**src/rtl/dma_pkg.sv**
```systemverilog
// Shared types and constants for the DMA transfer sequencer.
package dma_pkg;

    typedef enum logic [2:0] {
        IDLE  = 3'd0,
        READ  = 3'd1,
        WAIT  = 3'd2,
        WRITE = 3'd3,
        DONE  = 3'd4
    } dma_xfer_state_e;

    localparam int WORD_BYTES = 4;
    localparam int MAX_RD_LAT = 7;

    // Load value for the WAIT down-counter; latency is clamped to 1..MAX_RD_LAT.
    function automatic logic [2:0] lat_load(input int rd_lat);
        int lat_c;
        if (rd_lat < 1) begin
            lat_c = 1;
        end else if (rd_lat > MAX_RD_LAT) begin
            lat_c = MAX_RD_LAT;
        end else begin
            lat_c = rd_lat;
        end
        return 3'(lat_c - 1);
    endfunction

endpackage

```
**src/rtl/dma_xfer_ctrl.sv**
```systemverilog
// Single-channel DMA sequencer: one bus read then one bus write per word.
// Optional stop request enabled by defining DMA_XFER_ABORT_EN.
module dma_xfer_ctrl
    import dma_pkg::*;
#(
    parameter int ADDR_W = 32,
    parameter int DATA_W = 32,
    parameter int LEN_W  = 16,
    parameter int RD_LAT = 1
) (
    input  logic              clk,
    input  logic              rst,
    input  logic              start,
    input  logic [ADDR_W-1:0] src_addr,
    input  logic [ADDR_W-1:0] dst_addr,
    input  logic [LEN_W-1:0]  len,
`ifdef DMA_XFER_ABORT_EN
    input  logic              abort,
    output logic              aborted,
`endif
    output logic              busy,
    output logic              done,
    output logic [LEN_W-1:0]  words_done,
    output logic              wr_en,
    output logic              rd_en,
    output logic [ADDR_W-1:0] addr,
    output logic [DATA_W-1:0] wdata,
    input  logic [DATA_W-1:0] rdata
);

    localparam logic [2:0]        WAIT_LOAD = lat_load(RD_LAT);
    localparam logic [ADDR_W-1:0] ADDR_STEP = ADDR_W'(WORD_BYTES);
    localparam logic [LEN_W-1:0]  LEN_ZERO  = {LEN_W{1'b0}};
    localparam logic [LEN_W-1:0]  LEN_ONE   = {{(LEN_W-1){1'b0}}, 1'b1};

    dma_xfer_state_e   state_r, state_nxt_s;
    logic              abort_s;
    logic [ADDR_W-1:0] cur_src_r, cur_dst_r, src_nxt_s, dst_nxt_s;
    logic [LEN_W-1:0]  remaining_r, remaining_nxt_s;
    logic [LEN_W-1:0]  words_r, words_nxt_s;
    logic [2:0]        lat_cnt_r, lat_cnt_nxt_s;
    logic [DATA_W-1:0] data_r, data_nxt_s;
    logic              busy_r, done_r, rd_en_r, wr_en_r;
    logic              busy_nxt_s, done_nxt_s, rd_en_nxt_s, wr_en_nxt_s;
    logic [ADDR_W-1:0] addr_r, addr_nxt_s;
    logic [DATA_W-1:0] wdata_r, wdata_nxt_s;

`ifdef DMA_XFER_ABORT_EN
    logic aborted_r;
    assign abort_s = abort;
    assign aborted = aborted_r;

    // Abort pulse: any stop request honoured in an active bus phase.
    always_ff @(posedge clk) begin
        if (rst) begin
            aborted_r <= 1'b0;
        end else begin
            aborted_r <= abort_s && ((state_r == READ) || (state_r == WAIT) || (state_r == WRITE));
        end
    end
`else
    assign abort_s = 1'b0;
`endif

    // State register.
    always_ff @(posedge clk) begin
        if (rst) begin
            state_r <= IDLE;
        end else begin
            state_r <= state_nxt_s;
        end
    end

    // Next-state decode; a stop request in WRITE still lets that write go out.
    always_comb begin
        state_nxt_s = state_r;
        case (state_r)
            IDLE: begin
                if (start) begin
                    state_nxt_s = (len == LEN_ZERO) ? DONE : READ;
                end else begin
                    state_nxt_s = IDLE;
                end
            end
            READ: begin
                if (abort_s) begin
                    state_nxt_s = IDLE;
                end else begin
                    state_nxt_s = WAIT;
                end
            end
            WAIT: begin
                if (abort_s) begin
                    state_nxt_s = IDLE;
                end else if (lat_cnt_r == 3'd0) begin
                    state_nxt_s = WRITE;
                end else begin
                    state_nxt_s = WAIT;
                end
            end
            WRITE: begin
                if (abort_s) begin
                    state_nxt_s = IDLE;
                end else if (remaining_r == LEN_ONE) begin
                    state_nxt_s = DONE;
                end else begin
                    state_nxt_s = READ;
                end
            end
            DONE:    state_nxt_s = IDLE;
            default: state_nxt_s = IDLE;
        endcase
    end

    // Datapath and output next values; outputs are derived from the next state
    // so every strobe lines up with the cycle its state is occupied.
    always_comb begin
        src_nxt_s       = cur_src_r;
        dst_nxt_s       = cur_dst_r;
        remaining_nxt_s = remaining_r;
        words_nxt_s     = words_r;
        lat_cnt_nxt_s   = lat_cnt_r;
        data_nxt_s      = data_r;
        case (state_r)
            IDLE: begin
                if (start) begin
                    src_nxt_s       = src_addr;
                    dst_nxt_s       = dst_addr;
                    remaining_nxt_s = len;
                    words_nxt_s     = LEN_ZERO;
                end else begin
                    words_nxt_s     = words_r;
                end
            end
            READ:  lat_cnt_nxt_s = WAIT_LOAD;
            WAIT: begin
                if (lat_cnt_r == 3'd0) begin
                    data_nxt_s    = rdata;
                end else begin
                    lat_cnt_nxt_s = lat_cnt_r - 3'd1;
                end
            end
            WRITE: begin
                src_nxt_s       = cur_src_r + ADDR_STEP;
                dst_nxt_s       = cur_dst_r + ADDR_STEP;
                remaining_nxt_s = remaining_r - LEN_ONE;
                words_nxt_s     = words_r + LEN_ONE;
            end
            default: lat_cnt_nxt_s = lat_cnt_r;
        endcase

        rd_en_nxt_s = (state_nxt_s == READ);
        wr_en_nxt_s = (state_nxt_s == WRITE);
        busy_nxt_s  = (state_nxt_s == READ) || (state_nxt_s == WAIT) || (state_nxt_s == WRITE);
        done_nxt_s  = (state_nxt_s == DONE);

        if (state_nxt_s == READ) begin
            addr_nxt_s = src_nxt_s;
        end else if (state_nxt_s == WRITE) begin
            addr_nxt_s = dst_nxt_s;
        end else begin
            addr_nxt_s = addr_r;
        end

        if (state_nxt_s == WRITE) begin
            wdata_nxt_s = data_nxt_s;
        end else begin
            wdata_nxt_s = wdata_r;
        end
    end

    // Datapath and registered bus/status outputs.
    always_ff @(posedge clk) begin
        if (rst) begin
            cur_src_r   <= {ADDR_W{1'b0}};
            cur_dst_r   <= {ADDR_W{1'b0}};
            remaining_r <= LEN_ZERO;
            words_r     <= LEN_ZERO;
            lat_cnt_r   <= 3'd0;
            data_r      <= {DATA_W{1'b0}};
            busy_r      <= 1'b0;
            done_r      <= 1'b0;
            rd_en_r     <= 1'b0;
            wr_en_r     <= 1'b0;
            addr_r      <= {ADDR_W{1'b0}};
            wdata_r     <= {DATA_W{1'b0}};
        end else begin
            cur_src_r   <= src_nxt_s;
            cur_dst_r   <= dst_nxt_s;
            remaining_r <= remaining_nxt_s;
            words_r     <= words_nxt_s;
            lat_cnt_r   <= lat_cnt_nxt_s;
            data_r      <= data_nxt_s;
            busy_r      <= busy_nxt_s;
            done_r      <= done_nxt_s;
            rd_en_r     <= rd_en_nxt_s;
            wr_en_r     <= wr_en_nxt_s;
            addr_r      <= addr_nxt_s;
            wdata_r     <= wdata_nxt_s;
        end
    end

    assign busy       = busy_r;
    assign done       = done_r;
    assign words_done = words_r;
    assign rd_en      = rd_en_r;
    assign wr_en      = wr_en_r;
    assign addr       = addr_r;
    assign wdata      = wdata_r;

endmodule

```
**config.mk**
```make
export PLATFORM = sky130hd
export DESIGN_NAME = dma_xfer_ctrl
export DESIGN_NICKNAME = d
export VERILOG_FILES = /design/src/rtl/dma_pkg.sv /design/src/rtl/dma_xfer_ctrl.sv
export SDC_FILE = /design/constraint.sdc
export NUM_CORES = 1
export LEC_CHECK = 0
export CAP_MARGIN = 20
export CORE_MARGIN = 1.5
export CORE_UTILIZATION = 49
export CTS_CLUSTER_DIAMETER = 60
export DETAILED_ROUTE_END_ITERATION = 10
export GPL_TIMING_DRIVEN = 0
export PLACE_DENSITY = 0.84
export SLEW_MARGIN = 20
export SYNTH_ARGS = -nofsm -noshare
export SYNTH_HDL_FRONTEND = slang
export SYNTH_SLANG_ARGS = --single-unit
```
**constraint.sdc**
```tcl
create_clock -name clk -period 2.93 [get_ports clk]
set_input_delay 0.586 -clock clk [delete_from_list [all_inputs] [get_ports clk]]
set_output_delay 0.586 -clock clk [all_outputs]
set_load 0.02 [all_outputs]
```
Yosys cells after proc, flatten, opt, wreduce, memory -nomap -nowiden. Cells that the tools add are included.

Memories kept: 0. Bits in writable memories: 0. Input port bits: 115. Flip-flop bits (word level): 202. Bits in read-only memories: 0. Logic and storage cells: 57. Latch bits: 0.

Bitwise logic cells: 0. Shifts and indexed selects: 0. Multiplexer cells: 19. Eq/ne operators: 10. $mul: 0. Divide/modulo/power cells: 0. Add/sub/neg operators: 5. Magnitude comparators: 0. Reduce and logical (&&, ||, !) cells: 10.

Operator list (number): 32-bit two-way mux (6); 32-bit one-hot mux with 2 select lines (2); 32-bit by 3-bit adder with 32-bit output, second input constant (2); 16-bit one-hot mux with 2 select lines (2); 16-bit two-way mux (2); 16-bit by 1-bit adder with 16-bit output, second input constant (1); 16-bit by 1-bit equality test with 1-bit output, second input constant (1); 16-bit zero test (1); 16-bit by 1-bit subtractor with 16-bit output, second input constant (1); 3-bit by 2-bit equality test with 1-bit output, second input constant (4); 3-bit two-way mux (4); 3-bit one-hot mux with 4 select lines (1); 3-bit by 1-bit equality test with 1-bit output, second input constant (2); 3-bit zero test (2); 3-bit one-hot mux with 2 select lines (1); 2-bit nonzero test (3); 2-bit inequality test, second input constant (2); 2-bit AND reduction (2); 3-bit equality test, second input constant (1); 3-bit by 1-bit subtractor with 3-bit output, second input constant (1); 1-bit logical OR (2); 1-bit two-way mux (1).

Longest topological paths before layout.
Word-level depth: 7. Depth in mapped cells: 9.

Worst setup path before layout. Ideal clock, no wire load.

Path kind: in2reg. From: in start. To: reg addr_r[11], in the netlist addr[11]. Arrival time: 2078 ps. Stages: 7. Setup slack: 783 ps. Buffers on the path: 2. Data required time: 2861 ps. Setup time: 69 ps. Cells stage by stage: or4b_1 -> buf_2 -> o22a_1 -> a211oi_2 -> buf_2 -> a22oi_1 -> o21ai_1.

Word-level cells in the longest chain between the ends: 4. Elaborated cells on any way between the ends: 11. Those cells by class: eq/ne (2); mux (8); reduce/logical (1).

Ends and longest elaborated chain: start, declared (line dma_xfer_ctrl.sv:13) `input logic start,`; 3-bit two-way mux or 32-bit two-way mux (tied branches) (line dma_xfer_ctrl.sv:79, dma_xfer_ctrl.sv:126); 3-bit one-hot mux with 4 select lines or 32-bit one-hot mux with 2 select lines (tied branches) (line dma_xfer_ctrl.sv:77, dma_xfer_ctrl.sv:124); 3-bit by 1-bit equality test with 1-bit output (tied with other cells) (line dma_xfer_ctrl.sv:157) `if (state_nxt_s == READ) begin`; 32-bit two-way mux or 2-bit nonzero test (tied branches); end signal, assigned (line dma_xfer_ctrl.sv:185) `addr_r <= {ADDR_W{1'b0}};`; end signal, assigned (line dma_xfer_ctrl.sv:198) `addr_r <= addr_nxt_s;`; end, declared (line dma_xfer_ctrl.sv:45) `logic [ADDR_W-1:0] addr_r, addr_nxt_s;`.

Parallel ways exist; a longest one is shown, timed or not. The select of a mux whose other input is x is not followed. A chain may end at the register's enable or synchronous reset.

Worst setup path after layout.
From: in start. To: reg addr_r[30], in the netlist addr[30].

The elaborated chain is that of the path after synthesis.

==> impl_metrics.yaml <==
clocking:
  clock_latency_ns: 0.44
  cts.sinks: 170
  clk_pin_slew_ns: 0.07
  cts_tree: "yes"
  cts_root_buf: "clkbuf_16"
  ctsResizeCount: 1
  h-tree-depth: 4
  post_cts_buffers: 0
  postCtsHoldBufs: 0
  clk_path_buf_depth: 2
  cts_inserted_buffers: 17
place:
  finalWeightedCongestion: 0.972
  placed_cells: 1435
  numPortBuffers: 197
  hpwl_um: 21700
critical_path:
  cp.required_ns: 3.22
  cp_max_fo: 10
  endpoint_kind: "flop"
  worst-r2r-setup-slack_ns: 0.07
  arrival_ns: 3.17
  cp-start-kind: "input pin"
  reg2reg_depth: 7
  r2r-end: "addr[2]"
  reg2reg_from: "state_r[1]"
  path_class: "in -> reg"
run:
  cap_violations: 0
power:
  p_per_area_nw_per_um2: 652
  worst_ir_drop_vdd_mv: 0.508
  p_leak_uw: 0.00385
timing:
  fin_skew_ns: 0.00921
  finalMaxSlewViolations: 0
  hold_violations: 0
  layout_min_cycle_time_ns: 2.89
  tightest_slew_ns: 1.13
  rsz0062_at_grt: "true"
  finalSetupViolCount: 0
  finalSetupTns_ns: 0
  max_freq_mhz: 346
  hold_ws_ns: 0.453
  min_period_over_period_pct: 98.5
  max-slew-margin-rel_pct: 24.1
global_routing:
  grt_usage_pct: 34.1
  antenna_found_initial: 0
  grt_pass1_vias: 8629
  grt_pass1_wl_um: 46500
  grt_max_degree: 17
  gr-total-overflow: 0
cells_and_area:
  final_util_pct: 68.4
  final_layout_size_suffix_gt1_share_pct: 5.20
  instances_no_fill: 1467
  fillers: 1357
  fin_nets: 1360
  syn2layout_area_growth_pct: 35.7
  antenna_cells: 0
run_status:
  status: "complete, no violations"
floorplanning:
  io_pins: 199
  core-area_sq_um: 16000
  die_area_sq_um: 17200
  start_util_pct: 50.4
  die_w_um: 131
  die_h_um: 131
  row_count: 46
synthesis:
  synth_top_flop_cell: "dfxtp_1"
  yosysMostFrequentCell: "dfxtp_1"
  avgSynthCellArea_sq_um: 7.89
  ys_warn_count: 0
  postSynth.asyncResetShare_pct: 0
  synth.cell_area_sq_um: 8070
  synth_fp_nets: 1144
  synthTopCellsByArea: "dfxtp_1 (42%), nand2_1 (7.7%), a21oi_1 (5.7%), nor2_1 (5.0%), o21ai_0 (3.3%)"
  synth_common_cells: "dfxtp_1 (170), nand2_1 (165), nor2_1 (107), a21oi_1 (92), o21ai_0 (53)"
  ys_seq_elements: 170
  yosys.area.top_type: "dfxtp_1"
  synthDistinctLibCells: 66
  synth_edf_count: 0
  synth_top_area_share_pct: 42.2
  yosysSeqAreaShare_pct: 42.2
  syn_inst: 1022
routing:
  drc_errors: 0
  ant_nets: 0
  avgViaCountPerCell: 6.36
  initialDrtViolationCount: 1154
  first_pass_iters: 6
  wl_um: 30000
  vias: 9323
  wire_per_inst_um: 20.5
hold_path:
  min_from: "wdata[7]"
  worst_hold_path_type: "reg -> reg"
  worst_hold_path.endpoint: "wdata[7]"
  hold_path_depth: 2
area by class of cell:
type	count	area, sq um	area share, %
timing repair buffer	197	1970	18.0
inverter	15	56.3	0.514
clock inverter	15	193	1.76
clock buffer	17	425	3.89
buffer	70	292	2.66
tap	216	270	2.47
sequential	170	3400	31.1
multi-input combinational	767	4330	39.6
power by group:
part	leakage, uW	switching (uW)	internal [uW]
clock	0.000294	1040	1360
combinational	0.00217	1180	747
sequential	0.00139	232	2580
registers in the layout, indices dropped and copies added (netlist names), 3 cells and up:
| name | flops |
|---|---|
| addr | 32 |
| cur_dst_r | 32 |
| cur_src_r | 32 |
| wdata | 32 |
| remaining_r | 16 |
| words_done | 16 |
| lat_cnt_r | 3 |
| state_r | 3 |
cell families (layout without fill, tap and decap cells):
group,after synthesis,count (layout),synth area share [%]
multiplexers,9,9,1.16
adder cells (fa/ha/maj),7,7,1.09
flip-flops,170,170,42.2
buffers and inverters,85,314,4.23
AO/OA/AOI/OAI,304,304,24.8
AND/OR/NAND/NOR,440,440,25.8
XOR/XNOR,7,7,0.760
worst max path at each step:
stage                     cells past startpoint  slack [ns]         endpoint        from
after detailed placement                      8       -0.34          addr[8]       start
after global placement                        8       -0.34          addr[8]       start
after floorplan                               7        0.78         addr[11]       start
final                                         7        0.04         addr[30]       start
after CTS                                     8        0.03  remaining_r[12]  state_r[1]
after global routing                          8       -0.01         addr[26]  state_r[0]
worst max-delay path: stages:
cell and delay, ns:
clkdlybuf4s50_1 0.53, or4b_1 0.44, buf_2 0.20, o22a_1 0.32
nand3_1 0.31, clkbuf_1 0.55, o221ai_1 0.23
metal layers:
metal / up-vias / share of wire (%) / track usage (%)
li1: 4225 / - / -
met4: 0 / 4.3 / 16.3
met3: 108 / 12 / 7.56
met1: 4351 / 39 / 44.3
met2: 639 / 45 / 53.9
met5: - / 0 / 0
cell usage in the layout (no fill, tap or decap), types with 5 or more instances in the layout:
cell type        instances
a221oi_1                12
a211oi_1                 7
a31oi_1                 28
nand2_1                164
nor4_1                  24
or3_1                    6
buf_1                   10
nand3_1                 34
a32oi_1                  5
nand4_1                 24
a22o_1                   9
a22oi_1                 27
a2bb2oi_1                8
clkdlybuf4s50_1        197
nor2_1                 107
clkbuf_16               17
clkbuf_2                 5
and3_1                  15
o311ai_0                 8
a21oi_1                 92
clkbuf_1                37
mux2i_1                  6
nor3_1                  18
and2_1                  11
o211ai_1                10
buf_2                   18
o311a_1                 10
or4_1                    7
o21ai_0                 53
and4_1                   8
dfxtp_1                170
ha_1                     7
inv_1                   13
through the flow:
step                setup slack (ns)  area, sq um  power (uW)
floorplan                      0.783         8070        3850
global placement              -0.344        10300        4670
detailed placement            -0.341        10300        4710
CTS                           0.0256        10900        7060
global route                 -0.0122        10900        7360
finish                        0.0436        10900        7140
Note: power is estimated with default switching activity, not from simulation.
